--- config.mk ---
export PLATFORM = sky130hd
export DESIGN_NAME = pong_scoreboard
export DESIGN_NICKNAME = d
export VERILOG_FILES = /design/src/rtl/pong_scoreboard.sv
export SDC_FILE = /design/constraint.sdc
export NUM_CORES = 1
export LEC_CHECK = 0
export CAP_MARGIN = 0
export CORE_MARGIN = 2
export CORE_UTILIZATION = 63
export CTS_BUF_LIST = sky130_fd_sc_hd__clkbuf_4 sky130_fd_sc_hd__clkbuf_8
export CTS_CLUSTER_DIAMETER = 150
export DETAILED_ROUTE_END_ITERATION = 16
export HOLD_SLACK_MARGIN = 0.02
export MAX_ROUTING_LAYER = met4
export PLACE_DENSITY = 0.85
export SLEW_MARGIN = 10
export SYNTH_ARGS = -nofsm -noshare
export SYNTH_HDL_FRONTEND = slang
export SYNTH_SLANG_ARGS = --single-unit
--- constraint.sdc ---
create_clock -name clk -period 6 [get_ports clk]
set_input_delay 1.5 -clock clk [delete_from_list [all_inputs] [get_ports clk]]
set_output_delay 1.5 -clock clk [all_outputs]
set_load 0.005 [all_outputs]
--- src/rtl/pong_scoreboard.sv ---
// pong_scoreboard: BCD match scores with win-by-2 detection, driving a 4-digit
// multiplexed seven-segment display whose winning digits blink once the match ends.
module pong_scoreboard #(
    parameter int SCAN_DIV  = 50000,
    parameter int BLINK_DIV = 12500000,
    parameter int WIN_SCORE = 11
) (
    input  logic       clk,
    input  logic       rst,
    input  logic       point_r,
    input  logic       point_l,
    input  logic       new_match,
    output logic [6:0] seg,
    output logic [3:0] an,
    output logic [7:0] score_r,
    output logic [7:0] score_l,
    output logic       game_over,
    output logic [1:0] winner
);
    localparam int SW = $clog2(SCAN_DIV);
    localparam int BW = $clog2(BLINK_DIV);

    typedef enum logic {PLAY, OVER} state_t;

    state_t        state, state_nx;
    logic [7:0]    score_r_nx, score_l_nx, inc_r, inc_l;
    logic [1:0]    winner_nx;
    logic [SW-1:0] scan_cnt;
    logic [1:0]    idx;
    logic [BW-1:0] blink_cnt;
    logic          blank_phase;
    logic [3:0]    digit;
    logic          win_side, blank;

    function automatic logic [7:0] bcd_inc(input logic [7:0] s);
        if (s == 8'h99)
            return s;
        if (s[3:0] == 4'd9)
            return {s[7:4] + 4'd1, 4'd0};
        return {s[7:4], s[3:0] + 4'd1};
    endfunction

    function automatic int bcd_val(input logic [7:0] s);
        return int'(s[7:4]) * 10 + int'(s[3:0]);
    endfunction

    function automatic logic won(input logic [7:0] s, input logic [7:0] o);
        return bcd_val(s) >= WIN_SCORE && bcd_val(s) - bcd_val(o) >= 2;
    endfunction

    function automatic logic [6:0] seven_seg(input logic [3:0] d);
        logic [6:0] r;
        case (d)
            4'd0:    r = 7'h3F;
            4'd1:    r = 7'h06;
            4'd2:    r = 7'h5B;
            4'd3:    r = 7'h4F;
            4'd4:    r = 7'h66;
            4'd5:    r = 7'h6D;
            4'd6:    r = 7'h7D;
            4'd7:    r = 7'h07;
            4'd8:    r = 7'h7F;
            4'd9:    r = 7'h6F;
            default: r = 7'h00;
        endcase
        return r;
    endfunction

    assign inc_r     = bcd_inc(score_r);
    assign inc_l     = bcd_inc(score_l);
    assign game_over = state == OVER;

    // Simultaneous points cancel; the win check sees the post-increment score.
    always_comb begin
        state_nx   = state;
        score_r_nx = score_r;
        score_l_nx = score_l;
        winner_nx  = winner;
        if (new_match) begin
            state_nx   = PLAY;
            score_r_nx = 8'h00;
            score_l_nx = 8'h00;
            winner_nx  = 2'b00;
        end else if (state == PLAY && point_r && !point_l) begin
            score_r_nx = inc_r;
            if (won(inc_r, score_l)) begin
                state_nx  = OVER;
                winner_nx = 2'b01;
            end
        end else if (state == PLAY && point_l && !point_r) begin
            score_l_nx = inc_l;
            if (won(inc_l, score_r)) begin
                state_nx  = OVER;
                winner_nx = 2'b10;
            end
        end
    end

    always_ff @(posedge clk or negedge rst) begin
        if (!rst) begin
            state   <= PLAY;
            score_r <= 8'h00;
            score_l <= 8'h00;
            winner  <= 2'b00;
        end else begin
            state   <= state_nx;
            score_r <= score_r_nx;
            score_l <= score_l_nx;
            winner  <= winner_nx;
        end
    end

    always_ff @(posedge clk or negedge rst) begin
        if (!rst) begin
            blink_cnt   <= '0;
            blank_phase <= 1'b0;
        end else if (new_match || state != OVER) begin
            blink_cnt   <= '0;
            blank_phase <= 1'b0;
        end else if (blink_cnt == BW'(BLINK_DIV - 1)) begin
            blink_cnt   <= '0;
            blank_phase <= ~blank_phase;
        end else begin
            blink_cnt <= blink_cnt + BW'(1);
        end
    end

    // Digit order: right ones, right tens, left ones, left tens.
    assign digit    = idx[1] ? (idx[0] ? score_l[7:4] : score_l[3:0])
                             : (idx[0] ? score_r[7:4] : score_r[3:0]);
    assign win_side = state == OVER && blank_phase && (idx[1] ? winner == 2'b10 : winner == 2'b01);
    assign blank    = win_side || (idx[0] && digit == 4'd0);

    always_ff @(posedge clk or negedge rst) begin
        if (!rst) begin
            scan_cnt <= '0;
            idx      <= 2'd0;
            seg      <= 7'h00;
            an       <= 4'h0;
        end else begin
            scan_cnt <= scan_cnt == SW'(SCAN_DIV - 1) ? '0 : scan_cnt + SW'(1);
            if (scan_cnt == SW'(SCAN_DIV - 1))
                idx <= idx + 2'd1;
            seg <= blank ? 7'h00 : seven_seg(digit);
            an  <= 4'b0001 << idx;
        end
    end
endmodule

==> reports/metrics.csv, run 1 <==
stage,metric,value,unit
outcome,status,completed,
setup_path,data required time of the critical path,6.19,ns
pwr,maximum vdd drop,0.113,mV
synth,Syn Std Cell Area,5830,µm²
final_layout,area of the multi-input gates,3760,µm²
die,row cnt,35,
setup_path,WP data arrival,5.75,ns
timing,Max-slew headroom,45.8,%
place,Final HPWL DP,10300,µm
pwr,total power,0.00106,W
timing,final setup TNS,0,ns
drt,DRC,0,
final_layout,Finished Cell Area,6510,µm²
timing,fin crit share,92.7,%
worst_hold_path,Hold Path Class,reg2reg,
clock_tree,CTS Buf Count,9,
final_layout,# diodes,0,
synth,top post-synthesis cells by area,"dfrtp_1 (31%), ha_1 (14%), nor2_1 (6.4%)",
drt,via count,4753,
timing,Max Clk Rate,0.180,GHz
setup_path,CP Class,reg2reg,
timing,post-route setup slack,0.440,ns
drt,number of vias per cell,6.00,
clock_tree,Clock Path Buffers,2,
final_layout,"commonest non-fill, non-tap cells in the layout","nor2_1 (99), dfrtp_1 (73), ha_1 (67), inv_1 (50), nand2_1 (45)",
final_layout,"commonest non-fill, non-tap cell in the layout",nor2_1,
pwr,switching share of power,27.5,%
clock_tree,number of H-tree levels,3,
setup_path,Crit. End Element,flop,
global_routing,GRT Overall Usage,29.2,%
clock_tree,# resized after CTS,0,
timing,final setup fails,0,
synth,Post-synth EDFFs,0,
drt,initial drt markers,266,
pwr,Clk pwr share,37.4,%
timing,Worst Clk Skew,0.0154,ns
synth,Syn Inst Count,639,
pwr,P_int,0.000771,W
synth,syn avg cell area,9.12,µm²
pwr,register share of total power,47.6,%
place,IO buf count,34,
job,total of max-cap violations,0,
place,RePlAce Congestion,0.923,
synth,number of synthesized register bits,73,
synth,"area leader, netlist",dfrtp_1,
timing,fin crit period,5.56,ns
global_routing,initial antenna violation count,0,
clock_tree,TritonCTS clock tree,done,
drt,Post-Route WL,13500,µm
global_routing,grt total ovfl,0,
die,die height,100,µm
timing,RSZ-0062 raised after global routing,no,
setup_path,Startpoint Class,flop,
clock_tree,CTS sink cnt,73,
synth,Post-synth top flop,dfrtp_1,
drt,routed wire length per instance,17.0,µm
clock_tree,postcts setup bufs,0,
global_routing,number of global-route vias before repair,4842,
timing,Slew Limit Fails,0,
place,Place WS,0.438,ns
final_layout,share of layout cells above drive strength 1,6.90,%
drt,Post-DRT Antenna Nets,0,
final_layout,fill count,669,
synth,Ys Warns,0,
pwr,Comb pwr share,15.1,%
setup_path,crit-path max FO,8,
global_routing,met2 Use GR,48.2,%
global_routing,GR Util met1,38.1,%
pwr,Sw Pwr,0.000292,W
clock_tree,Root Driver,clkbuf_8,
synth,sequential share of the synthesized area,31.3,%
die,# IOs,35,
synth,Cell variety after synth,65,
drt,TritonRoute pass-1 iters,4,
pwr,Pwr per Cell Area,163,nW/µm²
global_routing,grt met3 use,4.25,%
die,core box area,9110,µm²
final_layout,area growth from synthesis to layout,11.6,%
die,Die X,100,µm
global_routing,largest net degree at the start of global routing,61,
final_layout,Register Area,1830,µm²
timing,worst-margin pin slew,0.811,ns
synth,Async SR Flop Fraction,100,%
synth,Syn Nets,723,
global_routing,global routing's busiest layer,met2,
final_layout,nets@finish,760,
global_routing,first-pass GRT wire length,22800,µm
die,Initial Util,64.0,%
die,Die Area,10000,µm²
timing,Final Hold Fails,0,
synth,share of the synthesized area in the top cell type,31.3,%
clock_tree,clk slew on worst S/H paths,0.09,ns
clock_tree,hold_buf cts,0,
clock_tree,Worst-Skew Late Latency,0.35,ns
pwr,Leakage,3.04,nW
place,"Cell Area, Placed",6300,µm²
-- worst paths after layout --
kind,slack [ns],end,start,cells past startpoint
worst min register to register,0.47,scan_cnt[0],scan_cnt[0],1
worst max-delay path,0.44,game_over,score_r[5],21
min in group asynchronous,1.06,seg[3],rst,1
worst max register to register,0.44,game_over,score_r[5],21
max in group asynchronous,3.88,score_r[5],rst,2
worst min-delay path,0.47,scan_cnt[0],scan_cnt[0],1
-- state kept, by name, summed over array words and instances, names as in the netlist --
| name | cells |
|---|---|
| an | 4 |
| game_over | 1 |
| seg | 7 |
| blank_phase | 1 |
| score_r | 8 |
| winner | 2 |
| blink_cnt | 24 |
| score_l | 8 |
| scan_cnt | 16 |
| idx | 2 |
-- final cells by class --
cell class / instances / area share (%)
multi-input cells: 501 / 57.8
flip-flops and latches: 73 / 28.1
repair buffers: 41 / 5.96
inverters: 50 / 2.88
well taps: 111 / 2.13
clock buffers: 10 / 2.11
clock inverters: 6 / 1.00
-- metal layers --
metal / share of wire [%] / wire [µm]
met5: 0 / 0
met4: 0.86 / 116
met3: 4.6 / 621
met2: 50 / 6760
met1: 44 / 5990
-- power groups by stage --
stage / clock network [W] / logic [W] / registers [W]
final: 0.000397 / 0.000160 / 0.000506
after global routing: 0.000424 / 0.000178 / 0.000507
after CTS: 0.000401 / 0.000159 / 0.000506
after detailed placement: 0 / 0.000158 / 0.000515
after global placement: 0 / 0.000151 / 0.000515
after floorplan: 0 / 0.000105 / 0.000514
-- Yosys cell counts (4+ instances only) --
cell type	count
nor2_1	99
dfrtp_1	73
ha_1	67
inv_1	50
nand2_1	45
xnor2_1	40
a21oi_1	39
xor2_1	32
nand3_1	26
fa_1	12
clkbuf_1	11
and3_1	10
nand4_1	9
o21ai_0	8
nand2b_1	7
nor3_1	7
a21o_1	6
nor2b_1	6
nor4_1	6
mux2i_1	5
buf_2	4
mux4_2	4
nand3b_1	4
-- critical path, cell delays in order (launching register included) --
cell     delay, ns
dfrtp_1       0.57
inv_1         0.11
ha_1          0.19
and3b_1       0.21
nor2_1        0.28
nor2_1        0.09
a21oi_1       0.35
ha_1          0.31
ha_1          0.22
fa_1          0.54
nand2_1       0.15
nor2_1        0.15
xnor2_1       0.14
xnor2_1       0.11
ha_1          0.29
inv_1         0.04
ha_1          0.32
xnor2_1       0.14
or4_1         0.51
nor3_1        0.39
or4_1         0.22
a31oi_1       0.09
-- logic make-up (layout without fill, tap and decap cells) --
group | Yosys count | count (layout) | share of synthesized area [%]
flip-flops | 73 | 73 | 31.3
AO/OA/AOI/OAI | 93 | 93 | 10.9
AND/OR/NAND/NOR | 245 | 245 | 21.1
adder cells (fa/ha/maj) | 79 | 79 | 18.5
buffers and inverters | 65 | 107 | 4.27
multiplexers | 11 | 11 | 2.79
XOR/XNOR | 73 | 73 | 11.1
-- per-stage QoR --
stage          std cells  util [%]  hold slack (ns)
3_5_place_dp         776      69.1            0.458
6_report             792      71.5            0.469
3_3_place_gp         776      69.1            0.445
4_1_cts              792      71.3            0.470
2_1_floorplan        639         -            0.433
5_1_grt              792      71.5            0.477
(Power assumes the default switching activity.)
==> inputs of run 2 (changes only) <==
Settings changed: SKIP_CTS_REPAIR_TIMING set to 1, SLEW_MARGIN 10 to not set.
==> results of run 2 <==
The final DEF is identical to that of run 1; final timing and power are the same.
